`src/rtl/scan_scheduler.sv`:
```
// Round-robin scheduler for the ARTAU radar scan: launches one scan at a time and tracks completion or timeout.
// Optional autonomous periodic scan requester is enabled by defining AUTO_SCAN_EN.
module scan_scheduler #(
  parameter int TIMEOUT     = 500,
  parameter int AUTO_PERIOD = 1000
) (
  input  logic       CLK,
  input  logic       RST,
  input  logic [2:0] req,
  input  logic [1:0] ARTAU_state,
  input  logic       emergency_landing_alert,
  output logic       scan_for_target,
  output logic [2:0] grant,
  output logic       scan_done,
  output logic       scan_timeout,
  output logic       busy,
  output logic [1:0] sched_state
);

  localparam int CW = $clog2(TIMEOUT);
  localparam logic [CW-1:0] TMO_LAST = CW'(TIMEOUT - 1);

  if (TIMEOUT < 4) begin : g_chk_timeout
    $error("scan_scheduler: TIMEOUT must be at least 4");
  end
  if (AUTO_PERIOD < 2) begin : g_chk_period
    $error("scan_scheduler: AUTO_PERIOD must be at least 2");
  end

  typedef enum logic [1:0] {
    IDLE       = 2'b00,
    LAUNCH     = 2'b01,
    WAIT_START = 2'b10,
    WAIT_END   = 2'b11
  } state_t;

  state_t        state_q, state_d;
  logic [CW-1:0] cnt_q, cnt_d;
  logic [1:0]    last_q, last_d;
  logic [2:0]    grant_q, grant_d;
  logic          launch_q, launch_d;
  logic          done_q, done_d;
  logic          tmo_q, tmo_d;
  logic          busy_q, busy_d;

  logic          rr_found;
  logic [1:0]    rr_winner;
  logic          auto_pending;
  logic          completion;

  function automatic logic [1:0] rr_pos(input logic [1:0] base, input int unsigned step);
    int unsigned s;
    s = (int'(base) + step) % 3;
    return s[1:0];
  endfunction

  // Search starts just after the last winner so every requester gets a turn.
  always_comb begin
    rr_found  = 1'b0;
    rr_winner = last_q;
    for (int unsigned k = 1; k <= 3; k++) begin
      if (!rr_found && req[rr_pos(last_q, k)]) begin
        rr_found  = 1'b1;
        rr_winner = rr_pos(last_q, k);
      end
    end
  end

`ifdef AUTO_SCAN_EN
  localparam int PW = $clog2(AUTO_PERIOD);
  localparam logic [PW-1:0] PERIOD_LAST = PW'(AUTO_PERIOD - 1);

  logic [PW-1:0] period_q, period_d;
  logic          auto_req_q, auto_req_d;
  logic          auto_take;

  assign auto_pending = auto_req_q;
  assign auto_take    = (state_q == IDLE) && !emergency_landing_alert && !rr_found && auto_req_q;

  // A new period tick takes precedence over clearing on launch.
  always_comb begin
    period_d   = (period_q == PERIOD_LAST) ? '0 : period_q + PW'(1);
    auto_req_d = auto_req_q;
    if (auto_take) begin
      auto_req_d = 1'b0;
    end
    if (period_q == PERIOD_LAST) begin
      auto_req_d = 1'b1;
    end
  end

  always_ff @(posedge CLK or posedge RST) begin
    if (RST) begin
      period_q   <= '0;
      auto_req_q <= 1'b0;
    end else begin
      period_q   <= period_d;
      auto_req_q <= auto_req_d;
    end
  end
`else
  assign auto_pending = 1'b0;
`endif

  assign completion = (state_q == WAIT_END) && (ARTAU_state == 2'b00);

  always_comb begin
    state_d  = state_q;
    cnt_d    = cnt_q;
    last_d   = last_q;
    grant_d  = grant_q;
    launch_d = 1'b0;
    done_d   = 1'b0;
    tmo_d    = 1'b0;
    case (state_q)
      IDLE: begin
        grant_d = 3'b000;
        if (!emergency_landing_alert) begin
          if (rr_found) begin
            state_d  = LAUNCH;
            grant_d  = 3'b001 << rr_winner;
            last_d   = rr_winner;
            launch_d = 1'b1;
            cnt_d    = '0;
          end else if (auto_pending) begin
            // Autonomous scans own no requester line, so grant stays zero.
            state_d  = LAUNCH;
            launch_d = 1'b1;
            cnt_d    = '0;
          end
        end
      end
      default: begin
        cnt_d = cnt_q + CW'(1);
        if (completion) begin
          state_d = IDLE;
          grant_d = 3'b000;
          done_d  = 1'b1;
        end else if (cnt_q == TMO_LAST) begin
          state_d = IDLE;
          grant_d = 3'b000;
          tmo_d   = 1'b1;
        end else if (state_q == LAUNCH) begin
          state_d = WAIT_START;
        end else if (state_q == WAIT_START && ARTAU_state != 2'b00) begin
          state_d = WAIT_END;
        end
      end
    endcase
    busy_d = (state_d != IDLE);
  end

  always_ff @(posedge CLK or posedge RST) begin
    if (RST) begin
      state_q  <= IDLE;
      cnt_q    <= '0;
      last_q   <= 2'd2;
      grant_q  <= 3'b000;
      launch_q <= 1'b0;
      done_q   <= 1'b0;
      tmo_q    <= 1'b0;
      busy_q   <= 1'b0;
    end else begin
      state_q  <= state_d;
      cnt_q    <= cnt_d;
      last_q   <= last_d;
      grant_q  <= grant_d;
      launch_q <= launch_d;
      done_q   <= done_d;
      tmo_q    <= tmo_d;
      busy_q   <= busy_d;
    end
  end

  assign scan_for_target = launch_q;
  assign grant           = grant_q;
  assign scan_done       = done_q;
  assign scan_timeout    = tmo_q;
  assign busy            = busy_q;
  assign sched_state     = state_q;

endmodule

```
`config.mk`:
```
export PLATFORM = sky130hd
export DESIGN_NAME = scan_scheduler
export DESIGN_NICKNAME = d
export VERILOG_FILES = /design/src/rtl/scan_scheduler.sv
export SDC_FILE = /design/constraint.sdc
export NUM_CORES = 1
export LEC_CHECK = 0
export BUFFER_PORTS_ARGS = -buffer_cell sky130_fd_sc_hd__buf_2
export CORE_ASPECT_RATIO = 2
export CORE_MARGIN = 2
export CORE_UTILIZATION = 30
export CTS_CLUSTER_DIAMETER = 100
export DETAILED_ROUTE_END_ITERATION = 10
export HOLD_SLACK_MARGIN = 0.03
export SLEW_MARGIN = 30
export SYNTH_ARGS = -nofsm -noshare
export SYNTH_HDL_FRONTEND = slang
export SYNTH_SLANG_ARGS = --single-unit
export TNS_END_PERCENT = 100
```
`constraint.sdc`:
```
create_clock -name CLK -period 2.6 [get_ports CLK]
set_input_delay 0.26 -clock CLK [delete_from_list [all_inputs] [get_ports CLK]]
set_output_delay 0.26 -clock CLK [all_outputs]
set_load 0.1 [all_outputs]
```
==> flow_metrics.env, run 1 <==
export IMPL_p_int_w=0.000942
export IMPL_grt_util_met3=0.0256
export IMPL_syn_instance_count=115
export IMPL_path_common_cell="mux2_4"
export IMPL_power_frac_seq=0.288
export IMPL_rsz0062_at_grt="no"
export IMPL_grt_pass1_vias=891
export IMPL_cp_max_fo=7
export IMPL_ant_nets=0
export IMPL_grt_usage=0.116
export IMPL_p_clk_frac=0.176
export IMPL_first_pass_iters=4
export IMPL_top_level_ports=17
export IMPL_fin_crit_sh=0.920
export IMPL_dieHeight_um=91.9
export IMPL_fillers=396
export IMPL_viasPerCell=4.93
export IMPL_ys_ff_latch=20
export IMPL_max_slew_margin=0.503
export IMPL_grt_use_met2=0.157
export IMPL_h_tree_depth=1
export IMPL_power_share_switching=0.451
export IMPL_dp_hpwl_um=1690
export IMPL_n_antenna_cell=0
export IMPL_synth_net_count=128
export IMPL_power_density_nw_per_um2=1240
export IMPL_dp_slack_ps=248
export IMPL_die_width_um=48.0
export IMPL_worst_slack_ps=207
export IMPL_p_comb_frac=0.536
export IMPL_cap_violations=0
export IMPL_drc_errors=0
export IMPL_synthToLayoutAreaGrowth_pct=18.9
export IMPL_cpLargestDelayFamily="compound AO/OA/AOI/OAI gates"
export IMPL_total_power_w=0.00172
export IMPL_worstPathRequired_ps=2780
export IMPL_fin_area_um2=1380
export IMPL_dieArea_um2=4410
export IMPL_synth_avg_cell_area_um2=10.1
export IMPL_fin_crit_ps=2390
export IMPL_cts_sinks=20
export IMPL_worstPathArrival_ps=2570
export IMPL_drv_slew=0
export IMPL_synth_compound_area_share=0.194
export IMPL_synth_xor_area_frac=0
export IMPL_root_buffer="clkbuf_8"
export IMPL_cts_max_path_buffers=2
export IMPL_tns_ps=0
export IMPL_ir_drop_uv=605
export IMPL_endpoint_kind="flop"
export IMPL_synth_simple_gate_area_frac=0.204
export IMPL_avgRoutedWirePerCell_um=11.7
export IMPL_crit_path_top_delay_cell="dfstp_2"
export IMPL_antenna_found_initial=0
export IMPL_clock_skew_ps=4.39
export IMPL_clk_pin_slew_ps=70
export IMPL_power_switching_w=0.000774
export IMPL_placed_area_um2=1310
export IMPL_fmax_mhz=418
export IMPL_synth_area_um2=1160
export IMPL_status="finished clean"
export IMPL_synth_top_family_by_area="simple AND/OR/NAND/NOR gates"
export IMPL_clk_latency_ps=250
export IMPL_core_um2=3760
export IMPL_yosysSeqAreaShare=0.433
export IMPL_finalHoldViolCount=0
export IMPL_path_buf_inv=0
export IMPL_tritoncts="done"
export IMPL_start_util=0.308
export IMPL_worst_pin_slew_ps=745
export IMPL_timing_hold_ws_ps=126
export IMPL_drt_initial_drc_count=14
export IMPL_port_buffers=16
export IMPL_drive_gt1_frac=0.279
export IMPL_crit_chain="ha_1 -> mux2_4 -> mux2_4 -> o31ai_1 -> nand2_1 -> a31oi_1"
export IMPL_gp_congestion=0.782
export IMPL_rows=32
export IMPL_finalWirelength_um=2190
export IMPL_ys_warnings_count=0
export IMPL_synth_edff_count=0
export IMPL_cts_resized=0
export IMPL_cts_setup_buffers=0
export IMPL_synth_adder_area_share=0.0539
export IMPL_postCtsHoldBufs=0
export IMPL_ys_flop_type="dfrtp_1"
export IMPL_worst_path_largest_cell_delay_ps=550
export IMPL_muxShareOfSynthArea=0.0777
export IMPL_async_reset_ff_frac=1.00
export IMPL_startpoint_type="flop"
export IMPL_nets=150
export IMPL_p_leak_nw=0.632
export IMPL_synth_cell_types=39
export IMPL_use_met1=0.163
export IMPL_vias=922
export IMPL_hold_path_class="in2async"
export IMPL_finalSetupViolCount=0
export IMPL_grt_pass1_wl_um=3760
export IMPL_critical_path_class="reg2reg"
export IMPL_grt_busiest_layer="met1"
export IMPL_grt_max_degree=21
export IMPL_grt_ovfl_total=0
export IMPL_cts_buffers=3
==> final timing paths <==
kind                                start        endpoint  slack [ps]  depth (start not counted)
max                             last_q[1]        cnt_q[3]         210                          6
min                                   RST        cnt_q[7]         130                          2
max reg2reg                     last_q[1]        cnt_q[3]         210                          6
min reg2reg                      grant[2]        grant[2]         490                          2
max in group asynchronous             RST  sched_state[0]        2010                          2
min in group CLK           ARTAU_state[0]       scan_done         180                          2
==> power by group through the flow <==
stage          clock, W  combinational, W  sequential (W)
2_1_floorplan         0          0.000589        0.000676
3_3_place_gp          0          0.000926        0.000495
3_5_place_dp          0          0.000918        0.000496
4_1_cts        0.000313          0.000922        0.000492
5_1_grt        0.000326           0.00101        0.000509
6_report       0.000303          0.000920        0.000494
==> area by class of cell <==
class	instances	area (um2)	share of cell area
repair buffers	19	103	0.0744
well taps	51	63.8	0.0463
flip-flops and latches	20	502	0.364
clock inverters	1	30.0	0.0218
inverters	6	25.0	0.0181
multi-input cells	87	614	0.446
clock buffers	3	41.3	0.0299
==> kinds of logic (layout without fill, tap and decap cells) <==
family / Yosys count / in the layout
AOI/OAI and AO/OA: 30 / 30
and+or+nand+nor: 44 / 44
buffers and inverters: 8 / 29
adders and majority gates: 5 / 5
muxes: 8 / 8
DFF: 20 / 20
==> cells in the final DEF, fill, tap and decap left out, types with 2 or more instances in the layout <==
cell      instances
dfrtp_1          19
buf_2            16
nand2_1          11
nand3_1           9
nor2_1            8
o21ai_0           8
mux2i_1           6
inv_1             5
ha_1              5
a21oi_1           4
or2_2             3
nor4_1            3
clkbuf_8          3
buf_4             3
o22ai_1           2
mux2_4            2
o211ai_1          2
o22a_2            2
a21o_1            2
o31ai_1           2
==> cells in the mapped netlist, drive strengths merged, types with 2 or more instances <==
master	n	area share
o31ai	3	0.024
mux2i	6	0.052
o211ai	2	0.013
o22ai	3	0.022
o22a	2	0.017
inv	6	0.022
a21o	2	0.013
or2	3	0.016
nand3	9	0.039
a21oi	4	0.017
o21ai	10	0.046
nor4	4	0.027
buf	2	0.016
mux2	2	0.026
ha	5	0.054
nand2	11	0.036
dfrtp	19	0.41
nor2	8	0.026
==> stage by stage <==
step / std cells / util
after floorplan: 115 / -
after global placement: 183 / 0.347
after detailed placement: 183 / 0.347
after CTS: 187 / 0.366
after global routing: 187 / 0.366
final: 187 / 0.366
==> registers in the layout, summed over array words and instances, names as in the netlist <==
register and cells:
busy 1, cnt_q 9, grant 3, last_q 2, scan_done 1, scan_for_target 1, scan_timeout 1, sched_state 2
==> per-layer routing <==
layer | share of wire | vias to the layer above
li1 | - | 467
met1 | 0.47 | 411
met2 | 0.43 | 34
met3 | 0.060 | 10
met4 | 0.042 | 0
met5 | 0 | -
Power figures use the tool's default switching activity.
==> inputs of run 2 (changes only) <==
Clock period 2.6 ns to 2.65 ns, I/O delays scaled along.
==> flow_metrics.env, run 2 (synthesis results as in run 1) <==
export IMPL_grt_util_met3=0.0236
export IMPL_finalHoldViolCount=0
export IMPL_fin_crit_ps=2370
export IMPL_clock_skew_ps=1.95
export IMPL_grt_max_degree=21
export IMPL_path_common_cell="mux2_4"
export IMPL_cts_resized=0
export IMPL_finalWirelength_um=2170
export IMPL_drive_gt1_frac=0.269
export IMPL_ir_drop_uv=539
export IMPL_layout_commonest_cell="dfrtp_1"
export IMPL_clk_pin_slew_ps=70
export IMPL_status="finished clean"
export IMPL_endpoint_kind="flop"
export IMPL_power_share_switching=0.456
export IMPL_top_register="cnt_q"
export IMPL_worstPathRequired_ps=2800
export IMPL_clk_latency_ps=250
export IMPL_h_tree_depth=1
export IMPL_grt_pass1_vias=899
export IMPL_max_slew_margin=0.509
export IMPL_synthToLayoutAreaGrowth_pct=17.6
export IMPL_hold_path_class="in2async"
export IMPL_cts_max_path_buffers=2
export IMPL_critical_path_class="reg2reg"
export IMPL_drc_errors=0
export IMPL_p_int_w=0.000903
export IMPL_nets=148
export IMPL_power_switching_w=0.000757
export IMPL_final_cell_mix="19 x dfrtp_1, 16 x buf_2, 11 x nand2_1, 9 x nand3_1"
export IMPL_tns_ps=0
export IMPL_cts_sinks=20
export IMPL_cts_buffers=3
export IMPL_first_pass_iters=4
export IMPL_rsz0062_at_grt="no"
export IMPL_grt_pass1_wl_um=3810
export IMPL_start_util=0.308
export IMPL_crit_chain="ha_1 -> mux2_4 -> mux2_4 -> o311ai_4 -> nor4_2 -> a21o_1"
export IMPL_vias=922
export IMPL_root_buffer="clkbuf_8"
export IMPL_p_leak_nw=0.621
export IMPL_tritoncts="done"
export IMPL_grt_busiest_layer="met2"
export IMPL_power_frac_seq=0.290
export IMPL_gp_congestion=0.769
export IMPL_drv_slew=0
export IMPL_cts_setup_buffers=0
export IMPL_use_met1=0.164
export IMPL_viasPerCell=4.98
export IMPL_postCtsHoldBufs=0
export IMPL_largest_reg_flops=9
export IMPL_p_comb_frac=0.532
export IMPL_drt_initial_drc_count=21
export IMPL_cp_max_fo=10
export IMPL_dp_hpwl_um=1710
export IMPL_cpLargestDelayFamily="multiplexers"
export IMPL_crit_path_top_delay_cell="dfstp_2"
export IMPL_fin_crit_sh=0.893
export IMPL_final_core_util=0.362
export IMPL_port_buffers=16
export IMPL_grt_usage=0.114
export IMPL_fmax_mhz=423
export IMPL_ant_nets=0
export IMPL_path_buf_inv=0
export IMPL_n_antenna_cell=0
export IMPL_rows=32
export IMPL_startpoint_type="flop"
export IMPL_die_width_um=48.0
export IMPL_finalSetupViolCount=0
export IMPL_worstPathArrival_ps=2510
export IMPL_dieArea_um2=4410
export IMPL_worst_pin_slew_ps=736
export IMPL_grt_use_met2=0.171
export IMPL_p_clk_frac=0.178
export IMPL_antenna_found_initial=0
export IMPL_worst_path_largest_cell_delay_ps=540
export IMPL_power_density_nw_per_um2=1220
export IMPL_core_um2=3760
export IMPL_top_level_ports=17
export IMPL_dieHeight_um=91.9
export IMPL_avgRoutedWirePerCell_um=11.7
export IMPL_cap_violations=0
export IMPL_grt_ovfl_total=0
==> run 2: cell count changes in the layout (fill, tap and decap cells not counted) <==
cell / before / now
buf_4: 3 / 1
==> run 2: path summary, 6_finish.rpt <==
kind / from / end / slack [ps] / depth (start not counted)
worst min-delay path: RST / grant[0] / 130 / 2
worst max-delay path: last_q[1] / grant[1] / 280 / 6
worst min register to register: grant[1] / grant[1] / 480 / 1
max in group asynchronous: RST / sched_state[1] / 2060 / 2
min in group CLK: ARTAU_state[1] / scan_done / 190 / 2
worst max register to register: last_q[1] / grant[1] / 280 / 6
==> run 2: worst register-to-register path: cells and delay by family, from the launching register on <==
| family | cells | cell delay [ps] |
|---|---|---|
| AOI/OAI and AO/OA | 2 | 640 |
| DFF | 1 | 540 |
| and+or+nand+nor | 1 | 130 |
| muxes | 2 | 640 |
| adders and majority gates | 1 | 300 |
==> run 2: area by class of cell <==
| cell class | instances | area (um2) |
|---|---|---|
| Tap cell | 51 | 63.8 |
| Timing Repair Buffer | 17 | 87.6 |
| Multi-Input combinational cell | 87 | 614 |
| Sequential cell | 20 | 502 |
| Fill cell | 404 | 2400 |
| Inverter | 6 | 25.0 |
| Clock inverter | 1 | 30.0 |
| Clock buffer | 3 | 41.3 |
==> run 2: metrics by stage <==
step           setup WS (ps)  std cells  hold slack (ps)  area (um2)  total power, W
2_1_floorplan            475        115              228        1160         0.00124
3_3_place_gp             321        181              432        1290         0.00137
3_5_place_dp             273        181              435        1290         0.00137
4_1_cts                  277        185              158        1360         0.00167
5_1_grt                  114        185              195        1360         0.00179
6_report                 285        185              128        1360         0.00166
==> run 2: power by group through the flow <==
stage	clock [W]	combinational (W)	sequential [W]
after CTS	0.000302	0.000886	0.000480
final	0.000295	0.000883	0.000482
after global placement	0	0.000882	0.000486
after floorplan	0	0.000578	0.000663
after global routing	0.000316	0.000978	0.000495
after detailed placement	0	0.000882	0.000488
==> run 2: metal layers <==
| layer | part of all wire | vias up |
|---|---|---|
| met5 | 0 | - |
| met4 | 0.0065 | 0 |
| met3 | 0.052 | 2 |
| met2 | 0.44 | 31 |
| met1 | 0.50 | 423 |
| li1 | - | 466 |
==> inputs of run 3 (changes only) <==
Settings changed: CTS_BUF_LIST from default to sky130_fd_sc_hd__clkbuf_16, GPL_TIMING_DRIVEN from default to 0, PLACE_DENSITY from default to 0.52.
==> flow_metrics.env, run 3 (synthesis results as in run 1) <==
export IMPL_fmax_mhz=412
export IMPL_top_level_ports=17
export IMPL_core_um2=3760
export IMPL_h_tree_depth=1
export IMPL_worstPathArrival_ps=2560
export IMPL_cts_setup_buffers=0
export IMPL_hold_path_class="in2async"
export IMPL_postCtsHoldBufs=0
export IMPL_rsz0062_at_grt="no"
export IMPL_drv_slew=0
export IMPL_grt_max_degree=21
export IMPL_start_util=0.308
export IMPL_crit_path_top_delay_cell="o311ai_4"
export IMPL_cts_max_path_buffers=2
export IMPL_final_cell_mix="19 x dfrtp_1, 16 x buf_2, 11 x nand2_1, 9 x nand3_1"
export IMPL_synthToLayoutAreaGrowth_pct=19.2
export IMPL_top_register="cnt_q"
export IMPL_crit_reg2reg_launch="last_q[0]"
export IMPL_rr_endpoint="last_q[0]"
export IMPL_final_core_util=0.367
export IMPL_ir_drop_uv=568
export IMPL_cts_sinks=20
export IMPL_fillers=405
export IMPL_port_buffers=16
export IMPL_largest_reg_flops=9
export IMPL_finalHoldViolCount=0
export IMPL_clock_skew_ps=4.26
export IMPL_endpoint_kind="flop"
export IMPL_power_density_nw_per_um2=1220
export IMPL_path_common_cell="mux2_4"
export IMPL_root_buffer="clkbuf_16"
export IMPL_worstPathRequired_ps=2790
export IMPL_cts_resized=0
export IMPL_fin_area_um2=1380
export IMPL_avgRoutedWirePerCell_um=11.7
export IMPL_status="finished clean"
export IMPL_clk_latency_ps=250
export IMPL_finalSetupViolCount=0
export IMPL_grt_usage=0.120
export IMPL_grt_pass1_vias=902
export IMPL_final_seq_area_um2=502
export IMPL_drive_gt1_frac=0.267
export IMPL_dieArea_um2=4410
export IMPL_placed_area_um2=1300
export IMPL_fin_crit_sh=0.915
export IMPL_drt_initial_drc_count=21
export IMPL_clk_pin_slew_ps=50
export IMPL_worst_path_largest_cell_delay_ps=510
export IMPL_layout_commonest_cell="dfrtp_1"
export IMPL_cts_buffers=3
export IMPL_timing_hold_ws_ps=135
export IMPL_worst_pin_slew_ps=730
export IMPL_place_inst=182
export IMPL_rows=32
export IMPL_first_pass_iters=4
export IMPL_cp_max_fo=10
export IMPL_crit_chain="inv_1 -> ha_1 -> buf_6 -> mux2_4 -> mux2_4 -> o311ai_4 -> nor4_2 -> a21o_1"
export IMPL_dieHeight_um=91.9
export IMPL_p_leak_nw=0.630
export IMPL_dp_hpwl_um=1660
export IMPL_viasPerCell=4.87
export IMPL_tns_ps=0
export IMPL_finalWirelength_um=2170
export IMPL_stdcell_count=186
export IMPL_nets=149
export IMPL_gp_congestion=0.833
export IMPL_startpoint_type="flop"
export IMPL_multiInputGateArea_um2=614
export IMPL_antenna_found_initial=0
export IMPL_critPathCapture="last_q[0]"
export IMPL_max_slew_margin=0.513
export IMPL_tritoncts="done"
export IMPL_grt_pass1_wl_um=3990
export IMPL_ant_nets=0
export IMPL_vias=905
export IMPL_fin_crit_ps=2420
export IMPL_drc_errors=0
export IMPL_cap_violations=0
export IMPL_ff2ff_setup_slack_ps=230
export IMPL_n_antenna_cell=0
export IMPL_critical_path_class="reg2reg"
export IMPL_startpoint="last_q[0]"
export IMPL_r2r_cells=8
export IMPL_grt_ovfl_total=0
export IMPL_die_width_um=48.0
-- run 3: metal layers --
layer | GRT usage | wire length, um
met3 | 0.0177 | 89
met5 | 0 | 0
met2 | 0.171 | 995
met4 | 0.0473 | 40
met1 | 0.176 | 1040
-- run 3: through the flow --
stage          worst slack, ps  power [W]
3_3_place_gp               220    0.00139
5_1_grt                   52.5    0.00182
2_1_floorplan              475    0.00124
4_1_cts                    228    0.00171
3_5_place_dp               239    0.00140
6_report                   225    0.00169
-- run 3: worst max-delay path: cells and delay by family, from the launching register on --
| family | cells | cell delay [ps] |
|---|---|---|
| AND/OR/NAND/NOR | 1 | 140 |
| multiplexers | 2 | 610 |
| AO/OA/AOI/OAI | 2 | 690 |
| adder cells (fa/ha/maj) | 1 | 210 |
| flip-flops | 1 | 430 |
| buffers and inverters | 2 | 230 |
-- run 3: power breakdown --
| part | switching, W | internal, W |
|---|---|---|
| clock | 0.000103 | 0.000201 |
| sequential | 0.0000812 | 0.000403 |
| combinational | 0.000581 | 0.000321 |
-- run 3: area by class of cell --
| class | count | area share |
|---|---|---|
| Multi-Input combinational cell | 87 | 0.444 |
| Sequential cell | 20 | 0.363 |
| Timing Repair Buffer | 16 | 0.0579 |
| Inverter | 6 | 0.0181 |
| Buffer | 2 | 0.0136 |
| Clock inverter | 1 | 0.00271 |
| Clock buffer | 3 | 0.0543 |
| Tap cell | 51 | 0.0462 |
-- run 3: how the worst min path moves through the flow --
stage,start,endpoint,slack (ps)
2_1_floorplan,RST,busy,230
3_3_place_gp,RST,grant[2],430
3_5_place_dp,RST,grant[2],440
4_1_cts,RST,sched_state[0],170
5_1_grt,ARTAU_state[1],scan_done,200
6_report,RST,cnt_q[2],130
